## config.mk

```make
export PLATFORM = sky130hd
export DESIGN_NAME = mem_read_arbiter
export DESIGN_NICKNAME = d
export VERILOG_FILES = /design/src/rtl/mem_read_arbiter.sv
export SDC_FILE = /design/constraint.sdc
export NUM_CORES = 1
export LEC_CHECK = 0
export ABC_CLOCK_PERIOD_IN_PS = 1700
export CORE_MARGIN = 2
export CORE_UTILIZATION = 25
export CTS_CLUSTER_DIAMETER = 30
export CTS_CLUSTER_SIZE = 25
export DETAILED_ROUTE_END_ITERATION = 12
export PLACE_DENSITY = 0.71
export SLEW_MARGIN = 5
export SYNTH_ARGS = -nofsm -noshare
export SYNTH_HDL_FRONTEND = slang
export SYNTH_SLANG_ARGS = --single-unit
```

## constraint.sdc

```tcl
create_clock -name clock -period 1.7 [get_ports clock]
set_input_delay 0.17 -clock clock [delete_from_list [all_inputs] [get_ports clock]]
set_output_delay 0.17 -clock clock [all_outputs]
set_load 0.1 [all_outputs]
```

## src/rtl/mem_read_arbiter.sv

```systemverilog
// ---------------------------------------------------------------------------
// mem_read_arbiter
//   Shares one read-only memory port between an instruction-read (ir) and a
//   data-read (dr) requester. Only one memory transaction is in flight at a
//   time. Each transaction runs IDLE -> ADDR -> DATA -> IDLE. When both
//   requesters ask in the same cycle, a round-robin pointer picks the winner.
//
// Ports
//   clock, reset            : clock; synchronous active-low reset
//   ir_addr_* / ir_data_*   : instruction-read address and data channels
//   dr_addr_* / dr_data_*   : data-read address and data channels
//   m_addr_* / m_data_*     : shared memory address and data channels
//   grant                   : one-hot owner (bit0 = ir, bit1 = dr), 00 idle
//   busy                    : a transaction is in flight
// ---------------------------------------------------------------------------
module mem_read_arbiter #(
    parameter int unsigned addr_width = 32,
    parameter int unsigned data_width = 32
) (
    input  logic                  clock,
    input  logic                  reset,

    input  logic                  ir_addr_valid,
    output logic                  ir_addr_ready,
    input  logic [addr_width-1:0] ir_addr,
    output logic                  ir_data_valid,
    input  logic                  ir_data_ready,
    output logic [data_width-1:0] ir_data,

    input  logic                  dr_addr_valid,
    output logic                  dr_addr_ready,
    input  logic [addr_width-1:0] dr_addr,
    output logic                  dr_data_valid,
    input  logic                  dr_data_ready,
    output logic [data_width-1:0] dr_data,

    output logic                  m_addr_valid,
    input  logic                  m_addr_ready,
    output logic [addr_width-1:0] m_addr,
    input  logic                  m_data_valid,
    output logic                  m_data_ready,
    input  logic [data_width-1:0] m_data,

    output logic [1:0]            grant,
    output logic                  busy
);

    typedef enum logic [1:0] {
        IDLE = 2'd0,
        ADDR = 2'd1,
        DATA = 2'd2
    } state_t;

    state_t                state;
    logic                  last_dr;   // 1 when dr owned the last completed transaction
    logic [addr_width-1:0] addr_q;    // address captured at grant time
    logic                  win_ir;

    // ir wins when it asks alone, or when both ask and dr went last.
    assign win_ir = ir_addr_valid && (!dr_addr_valid || last_dr);

    // Transaction sequencer. The address is captured at grant so an issued
    // memory request is never withdrawn if the requester drops valid.
    always_ff @(posedge clock) begin
        if (!reset) begin
            state   <= IDLE;
            grant   <= 2'b00;
            busy    <= 1'b0;
            last_dr <= 1'b1;
            addr_q  <= '0;
        end else begin
            case (state)
                IDLE: begin
                    if (ir_addr_valid || dr_addr_valid) begin
                        state  <= ADDR;
                        busy   <= 1'b1;
                        grant  <= win_ir ? 2'b01 : 2'b10;
                        addr_q <= win_ir ? ir_addr : dr_addr;
                    end
                end
                ADDR: begin
                    if (m_addr_valid && m_addr_ready) begin
                        state <= DATA;
                    end
                end
                DATA: begin
                    if (m_data_valid && m_data_ready) begin
                        state   <= IDLE;
                        busy    <= 1'b0;
                        grant   <= 2'b00;
                        last_dr <= grant[1];
                        addr_q  <= '0;
                    end
                end
                default: begin
                    state <= IDLE;
                    busy  <= 1'b0;
                    grant <= 2'b00;
                end
            endcase
        end
    end

    // Channel steering: handshakes pass straight through to the owner only
    // in the phase where they belong; everything else is held at zero.
    always_comb begin
        m_addr_valid  = 1'b0;
        m_addr        = '0;
        ir_addr_ready = 1'b0;
        dr_addr_ready = 1'b0;
        m_data_ready  = 1'b0;
        ir_data_valid = 1'b0;
        dr_data_valid = 1'b0;
        ir_data       = '0;
        dr_data       = '0;
        case (state)
            ADDR: begin
                m_addr_valid  = 1'b1;
                m_addr        = addr_q;
                ir_addr_ready = grant[0] && m_addr_ready;
                dr_addr_ready = grant[1] && m_addr_ready;
            end
            DATA: begin
                if (grant[0]) begin
                    ir_data_valid = m_data_valid;
                    ir_data       = m_data;
                    m_data_ready  = ir_data_ready;
                end else if (grant[1]) begin
                    dr_data_valid = m_data_valid;
                    dr_data       = m_data;
                    m_data_ready  = dr_data_ready;
                end
            end
            default: begin
            end
        endcase
    end

endmodule

```

* After elaboration in Yosys (flattened, before gate mapping)
Cells that the tools add are included.
** Storage, ports and cells
- Bits of input ports :: 104
- Register bits after elaboration :: 38
- Word-level logic and storage cells :: 56
- Output and inout port bits :: 105
** Operators by class
- Bitwise operators :: 1
- Muxes and demuxes :: 31
- Equal/unequal tests :: 5
- Reduce and logical (&&, ||, !) cells :: 14
** Operators by type and width (number)
- 32-bit two-way mux :: 9
- 32-bit one-hot mux with 2 select lines :: 1
- 1-bit two-way mux :: 13
- 2-bit one-hot mux with 3 select lines :: 2
- 2-bit two-way mux :: 5
- 3-bit AND reduction :: 3
- 2-bit != test (second input constant) :: 3
- 1-bit logical AND :: 5
- 1-bit one-hot mux with 3 select lines :: 1
- 2-bit by 1-bit == test with 1-bit output (second input constant) :: 1
- 2-bit == test (second input constant) :: 1
- 2-bit logical NOT :: 1
- 1-bit logical OR :: 2
- 2-bit AND reduction :: 1
- 2-bit nonzero test :: 1
- 1-bit logical NOT :: 1
- 1-bit NOT :: 1

* Longest topological paths before layout
- Depth after elaboration :: 6
- Mapped depth :: 7
- Depth with buffers taken out :: 4

* Least setup slack after synthesis
No wires, ideal clock.
- Path kind :: register -> output
- From :: register grant[1]
- To :: output port m_data_ready
- Cell stages (with the launch flop) :: 3
- Data arrival time :: 3470 ps
- Slack :: -1940 ps
- Buffers on the path :: 0
- Required time :: 1530 ps
- Cells stage by stage :: dfxtp_1 -> nand3b_1 -> a21boi_0
** On the way
- Word-level cells in the longest chain between the ends :: 3
** Ends and longest elaborated chain
- from (decl) :: line 44 : output logic [1:0] grant,
- from (signal assigned) :: line 77 : grant <= win_ir ? 2'b01 : 2'b10;
- 1-bit two-way mux :: line 128 : end else if (grant[1]) begin
- 1-bit two-way mux :: line 124 : if (grant[0]) begin
- 1-bit two-way mux :: line 116 : case (state)
- to (decl) :: line 41 : output logic m_data_ready,
No other way between the ends.

* Worst setup path after layout
- From :: register state[0]
- To :: output port dr_data[12]
** On the way
- Word-level cells in the longest chain between the ends :: 2
** Ends and longest elaborated chain
- from (decl) :: line 54 : state_t state;
- from (signal assigned) :: line 66 : state <= IDLE;
- from (signal assigned) :: line 75 : state <= ADDR;
- from (signal assigned) :: line 83 : state <= DATA;
- 2-bit == test :: line 116
- 32-bit two-way mux :: line 116
- to (decl) :: line 35 : output logic [data_width-1:0] dr_data,
No other way between the ends.

==> reports/results.tsv <==
metric	value	unit
synth unique cells	29	
number of antenna violations at the first check in global routing	0	
WS Path Type	flip-flop to output port	
DR top layer	met4	
die extent in x	105	µm
async set-reset flop share out of synthesis	0	%
Max Fclk	0.580	GHz
Post-Syn Area	2560	µm²
IO Port Bufs	208	
maxcap violations	0	
most frequent cells in the layout	buf_12 (111), clkdlybuf4s50_1 (102), and2_2 (53), o22ai_1 (34), dfxtp_1 (34)	
clk sinks	38	
Post-Layout Inst Area	6260	µm²
final count of hold timing violations	0	
Post-synth top flop	dfxtp_1	
HP Class	input pin to flip-flop	
PwrDens	513	nW/µm²
Starting Density	26.0	%
outcome	complete, but fails checks	
row cnt	36	
DRT Wirelength	10800	µm
CP max-delay cell	dfxtp_4	
unrepaired setup endpoints after global routing	yes	
top cell type's share of synthesized area	29.7	%
Met2 Routed Length	5840	µm
Final setup viols	35	
# fillers	772	
1st-pass router iterations	4	
GRT Total Usage	19.3	%
slowest cell delay on critical path	380	ps
startpoint types	flip-flop	
CP max FO	33	
Clock transition at path regs	70	ps
crit path cell chain	nor2b_4 -> nand2_2 -> nor2_4 -> buf_12 -> and2_2 -> buf_12	
failing checks	setup timing	
Clock power frac	21.0	%
CP Capture Type	output port	
fin crit period	1720	ps
share of cells above drive strength 1	50.4	%
met3 wire length	450	µm
Critical Path AT	1550	ps
clock latency on the worst-skew pair	280	ps
RePlAce Congestion	0.891	
drc violations	0	
first-pass GRT wire length	17200	µm
Longest Clk Path Bufs	2	
placed cells	628	
Ports	209	
Die ar.	11100	µm²
largest area contributor in the netlist	dfxtp_1	
DPL Wire Length	8610	µm
number of flops mapped to enable cells by yosys	0	
ant diodes	0	
CTS Buf Count	5	
Setup Skew	8.97	ps
1st-iter DRT viols	83	
H-tree Lvls	2	
Non-Filler Instances	637	
part of the power in registers	32.8	%
Root Driver	clkbuf_8	
cells taking the most area after synthesis	dfxtp_1 (30%), and2_1 (16%), mux2i_1 (13%), and3_1 (8.6%), o22ai_1 (8.3%)	
max-slew violations	0	
Slew HR	70.5	%
CTS tree	yes	
leading cell type in the layout, fill and taps excluded	buf_12	
WL/cell	17.0	µm
Seq/Total Area, Yosys	29.7	%
Hold Worst Slack	293	ps
P_leak	2.49	nW
FF+latch area	773	µm²
Worst path most repeated cell	buf_12	
total gr overflow	0	
VDD IR max	0.392	mV
YS warnings	0	
antenna viol nets, final	0	
Area Growth Syn to Fin	145	%
die height	105	µm
fin nets	607	
Sw Ratio	37.2	%
largest net degree at the start of global routing	37	
setup ws final	-23.5	ps
area taken by multi-input logic gates	1880	µm²
Power Internal	0.00202	W
worst-margin pin slew	443	ps
Syn Area/Cell	8.45	µm²
WP data required	1530	ps
core area	9860	µm²
r2r setup slk	220	ps
final period utilization	101	%
Yosys reg bits	38	
vias in the first global route	3041	
routed via count	3011	
cells after synthesis	303	
P_sw	0.00120	W
syn nets	407	
Comb pwr share	46.2	%
dpl cell area	6130	µm²
routed vias/inst	4.73	
met1 wire length	4370	µm
[cells in the mapped netlist (2+ instances only)]
cell / n
nand3_2: 15
buf_6: 5
a21oi_1: 2
nand3_1: 18
clkbuf_1: 12
nand2b_1: 2
and3_1: 35
nor2b_1: 3
buf_4: 8
mux2i_1: 33
nand2_1: 7
buf_2: 7
nand3b_1: 4
dfxtp_1: 38
and2_1: 65
nor2_1: 3
o22ai_1: 34
[sequential cells by signal (all words and copies together) (netlist names)]
register  flops
addr_q       32
last_dr       1
state         2
busy          1
grant         2
[through the flow]
step	TNS (ps)	worst slack (ps)	power, W	utilization, %
floorplan	-49.3	-49.3	0.00190	-
global placement	0	77.2	0.00252	62.2
detailed placement	0	37.4	0.00255	62.2
CTS	-882	-36.7	0.00325	63.4
global route	-4340	-86.2	0.00337	63.5
finish	-342	-23.5	0.00322	63.5
[power by group through the flow]
stage | Combinational [W] | Clock [W] | Sequential (W)
after floorplan | 0.000791 | 0 | 0.00111
after detailed placement | 0.00148 | 0 | 0.00107
after global placement | 0.00146 | 0 | 0.00107
after global routing | 0.00155 | 0.000744 | 0.00107
final | 0.00148 | 0.000676 | 0.00105
after CTS | 0.00149 | 0.000709 | 0.00105
[logic make-up after synthesis]
logic type	Yosys count	share of synthesized area (%)
buffers and inverters	33	7.82
AND/OR/NAND/NOR	158	39.3
AO/OA/AOI/OAI	41	10.2
multiplexers	33	12.9
flip-flops	38	29.7
[worst max-delay path: cells and delay by family, from the launching register on]
kind / cells / cell delay, ps
and+or+nand+nor: 4 / 540
DFF: 1 / 380
buffers and inverters: 2 / 350
[final cells by class]
type	instances	area share, %
clock buffer	8	1.62
inverter	1	0.0599
multi-input combinational	232	30.0
sequential	38	12.3
tap	133	2.66
timing repair buffer	225	53.3
[per-layer routing]
layer / track usage, % / vias to the layer above
li1: - / 1473
met1: 23.7 / 1420
met2: 35.0 / 106
met3: 2.93 / 12
met4: 4.48 / 0
met5: 0 / -
[final timing paths]
kind | cells after the start | from | to
max | 6 | state[0]$_SDFFE_PN0P_ | dr_data[12]
min | 2 | reset | last_dr$_SDFFE_PN1P_
max reg2reg | 4 | grant[0]$_SDFFE_PN0P_ | state[1]$_SDFFE_PN0P_
min reg2reg | 2 | addr_q[31]$_SDFFE_PN0P_ | addr_q[31]$_SDFFE_PN0P_
[what timing repair did]
action / 4_1_cts / 5_1_grt
endpoints found under the setup margin: 101 / 85
hold buffers: 0 / 0
gates resized for setup: 5 / 3
buffers inserted: 0 / 1
No activity file was read; power rests on OpenSTA's default activity.
==> edit 1 (config.mk and constraints unchanged) <==
Change the parameter `addr_width` from 32 to 48.
--- a/src/rtl/mem_read_arbiter.sv
+++ b/src/rtl/mem_read_arbiter.sv
@@ -14,7 +14,7 @@
 //   busy                    : a transaction is in flight
 // ---------------------------------------------------------------------------
 module mem_read_arbiter #(
-    parameter int unsigned addr_width = 32,
+    parameter int unsigned addr_width = 48,
     parameter int unsigned data_width = 32
 ) (
     input  logic                  clock,
Ports: changed (resized dr_addr, ir_addr and m_addr); port bits go from 209 to 257. The function was not compared with the original's and may differ.
==> edit 1 against the original RTL <==
- the flow still finishes with violations (setup timing)
- area after synthesis is 27% higher
- worst hold slack better by 33 ps
- cell area increased by 26%
- wire length is 34% higher
- clock skew down 5.1 ps
- worst setup slack worse by 12 ps
- sequential cell count up 16
- first-iteration DRC count is 120% higher
- power is 39% higher
==> edit 1: results (changes against the original RTL) <==
clk_pin_slew_worst_paths_ps: 70  # about the same
port_buffers: 256  # was 208
dp_worst_setup_slack_ps: -11.9  # was 37.4 ps
switchingPower_w: 0.00160  # was 0.00120 W
critPathMaxStageDelay_ps: 330  # was 380 ps
vdd_ir_drop_max_v: 0.000507  # was 0.000392 V
wl_met2_um: 8000  # was 5840 um
n_fill_cell: 1016  # was 772
holdPathStages: 3  # was 2
fin_tns_setup_ps: -540  # was -342 ps
wl_um: 14500  # was 10,800 um
status: "complete, but fails checks"  # unchanged
ys_top_cells_by_area: "dfxtp_1, and2_1, mux2i_1, o22ai_1, nand3_1"  # was dfxtp_1, and2_1, mux2i_1, and3_1, o22ai_1
placed_area_um2: 7530  # was 6130 um2
grt_first_pass_wirelength_um: 22900  # was 17,200 um
wirelength_met1_um: 5200  # was 4370 um
cp_slowest_cell: "dfxtp_2"  # was dfxtp_4
post_synth.cell_area_avg_um2: 8.25  # was 8.45 um2
gp_congestion: 0.836  # was 0.891
utilization_pct: 62.6  # was 63.5%
synthDistinctLibCells: 26  # was 29
layout-drive-gt1-share_pct: 44.5  # was 50.4%
dpl.cell_count: 798  # was 628
async_reset_ff_share_pct: 0  # unchanged
dr_wl_met3_um: 1090  # was 450 um
worst_slack_ps: -35.4  # was -23.5 ps
reg.largest.list: "addr_q (48), grant (2), state (2)"  # was addr_q (32), grant (2), state (2)
syn_nets: 529  # was 407
cts_setup_buffers: 2  # was 0
grt_pass1_vias: 4213  # was 3,041
synth_common_cells: "and2_1, dfxtp_1, nand3_1, o22ai_1, mux2i_1"  # was and2_1, dfxtp_1, and3_1, o22ai_1, mux2i_1
cts-root-buf: "clkbuf_16"  # was clkbuf_8
crit_fanout: 8  # was 33
p_leak_nw: 3.23  # was 2.49 nW
wl_per_cell_um: 17.8  # was 17.0 um
cts-resized-gates: 8  # was 5
slew-limit-headroom_pct: 75.8  # was 70.5%
antenna_left: 0  # unchanged
fin_skew_ps: 3.91  # was 8.97 ps
dr.pass1.iters: 4  # unchanged
grt_start_max_net_pins: 50  # was 37
violations: "setup timing"  # unchanged
nets: 777  # was 607
cts_buffer_depth: 2  # unchanged
critPathArrivalTime_ps: 1570  # was 1550 ps
synth-warning-count: 0  # unchanged
reg2reg_depth: 6  # was 4
drtIter0Drc: 179  # was 83
ys_seq_area_share_pct: 33.4  # was 29.7%
hpwlAfterDp_um: 11300  # was 8610 um
grt_usage_pct: 20.3  # was 19.3%
finalSetupViolCount: 18  # was 35
viasPerCell: 4.92  # was 4.73
-- edit 1: cell types whose count changed after synthesis, sizes merged, moves of 3 or more --
cell,before,now
mux2i,33,49
dfxtp,38,54
o22ai,34,50
nand3,33,50
and2,65,83
o21ai,0,5
clkbuf,12,25
nand3b,4,1
a21oi,3,0
-- edit 1: area by class of cell --
class | instances | area share [%]
timing repair buffer | 284 | 52.9
multi-input combinational | 295 | 28.7
sequential | 54 | 13.8
tap | 172 | 2.73
clock buffer | 7 | 1.81
inverter | 1 | 0.0475
-- edit 1: path summary, 6_finish.rpt --
kind,startpoint,slack (ps),end
worst min register to register,addr_q[14],480,addr_q[14]
worst max-delay path,state[1],-40,dr_data[19]
worst max register to register,state[1],220,addr_q[1]
worst min-delay path,reset,330,last_dr
-- edit 1: cell families (layout without fill, tap and decap cells) --
family	Yosys count	count (layout)	share of synthesized area (%)
AOI/OAI and AO/OA	61	61	12.2
buffers and inverters	44	292	6.10
DFF	54	54	33.4
muxes	49	49	15.1
and+or+nand+nor	185	185	33.2
-- edit 1: routing by layer --
| layer | vias up | track usage (%) |
|---|---|---|
| met3 | 19 | 5.81 |
| li1 | 1902 | - |
| met4 | 0 | 3.54 |
| met5 | - | 0 |
| met1 | 1892 | 21.5 |
| met2 | 185 | 39.6 |
-- edit 1: worst register-to-register path: cells and delay by family (launching register included) --
kind	cells	cell delay, ps
buffers and inverters	3	500
flip-flops	1	330
AND/OR/NAND/NOR	1	160
AO/OA/AOI/OAI	2	380
-- edit 1: power groups by stage --
stage | Combinational, W | Clock (W) | Sequential, W
finish | 0.00197 | 0.00102 | 0.00148
global route | 0.00206 | 0.00110 | 0.00149
CTS | 0.00191 | 0.00104 | 0.00147
detailed placement | 0.00190 | 0 | 0.00150
global placement | 0.00186 | 0 | 0.00149
floorplan | 0.000967 | 0 | 0.00154
==> edit 2 (same flow settings) <==
Without the edit above. Make the reset (`reset`) asynchronous in one clocked block. Comments in the files are not updated.
--- a/src/rtl/mem_read_arbiter.sv
+++ b/src/rtl/mem_read_arbiter.sv
@@ -61,7 +61,7 @@
 
     // Transaction sequencer. The address is captured at grant so an issued
     // memory request is never withdrawn if the requester drops valid.
-    always_ff @(posedge clock) begin
+    always_ff @(posedge clock or negedge reset) begin
         if (!reset) begin
             state   <= IDLE;
             grant   <= 2'b00;
Behaviour: differs if reset is asserted again (counterexample within 4 cycles, from zero or initial values and one cycle with reset low); with reset held inactive, the same outputs for 10 cycles.
==> edit 2 against the original RTL <==
- the flow still finishes with violations (setup timing)
- wire length increased by 13%
- sequential cell count unchanged
- non-clock buffer count increased by 26
- clock skew decreased by 1.1 ps
- cell area increased by 12%
- worst setup slack got worse by 120 ps
- maximum frequency decreased by 6.7%
- area after synthesis increased by 0.39%
- first-iteration DRC count increased by 13%
Power is left out: it rests on default switching activity, and per cell area and clock period it moved more than threefold.
==> edit 2: results (changes against the original RTL) <==
status: "complete, but fails checks"  # unchanged
violations: "setup timing"  # unchanged
fin_skew_ps: 7.91  # was 8.97 ps
grt_use_met2_pct: 36.3  # was 35.0%
drtIter0Drc: 94  # was 83
async_reset_ff_share_pct: 100  # was 0%
hpwlAfterDp_um: 8520  # was 8610 um
r2r_setup_slack_ps: -80  # was 220 ps
grt_first_pass_wirelength_um: 18100  # was 17,200 um
buffer_area_share_pct: 53.2  # was 53.3%
synth_mux_area_share_pct: 12.9  # about the same
seq_share_pct: 13.6  # was 12.3%
finalSetupViolCount: 123  # was 35
layout-drive-gt1-share_pct: 56.7  # was 50.4%
worstSetupEndpoint: "dr_data[25]"  # was dr_data[12]
reg2reg_depth: 5  # was 4
dr_wl_met3_um: 844  # was 450 um
gp_congestion: 0.822  # was 0.891
grt_util_met1_pct: 24.3  # was 23.7%
syn_nets: 396  # was 407
ys.flop_type: "dfrtp_1"  # was dfxtp_1
wirelength_met1_um: 4730  # was 4370 um
grt_usage_pct: 20.6  # was 19.3%
n_fill_cell: 674  # was 772
grt_start_max_net_pins: 39  # was 37
cp_slowest_cell: "dfrtp_1"  # was dfxtp_4
synth_common_cells: "and2_1, dfrtp_1, and3_1, nand2_1"  # was and2_1, dfxtp_1, and3_1, o22ai_1, mux2i_1
worst_slack_ps: -148  # was -23.5 ps
nClkBuffers: 6  # was 8
clk_share_pct: 1.60  # was 1.62%
reg2reg_from: "grant[0]"  # unchanged
r2r_end: "last_dr"  # was state[1]
hold_class: "in2async"  # was in2reg
critPathArrivalTime_ps: 1680  # was 1550 ps
wl_per_cell_um: 18.6  # was 17.0 um
buffers: 251  # was 225
startpoint: "state[0]"  # unchanged
grt_pass1_vias: 3272  # was 3,041
## edit 2: cell count changes after synthesis, sizes merged, moves of 3 or more
cell    unedited run  this run
nor2               4         1
nand3             33         0
o21ai              0         5
nand3b             4         1
nand2              8        34
buf               20        15
dfrtp              0        37
dfxtp             38         0
## edit 2: per-stage QoR
| step | TNS (ps) | hold slack [ps] | instances | util, % | area [um2] |
|---|---|---|---|---|---|
| final | -9330 | 375 | 659 | 69.5 | 7040 |
| after global routing | -19050 | 394 | 659 | 69.5 | 7040 |
| after CTS | -8830 | 373 | 646 | 65.6 | 6650 |
| after detailed placement | -15.8 | 158 | 625 | 62.2 | 6310 |
| after global placement | 0 | 155 | 625 | 62.2 | 6310 |
| after floorplan | -3310 | -126 | 292 | - | 2900 |
## edit 2: repair_timing
action,CTS,global route
cloned,4,6
endpoints found under the hold margin,37,0
hold buffers,1,0
pin swaps,19,24
resized for setup,16,72
setup buffers,9,8
setup endpoints to repair,101,126
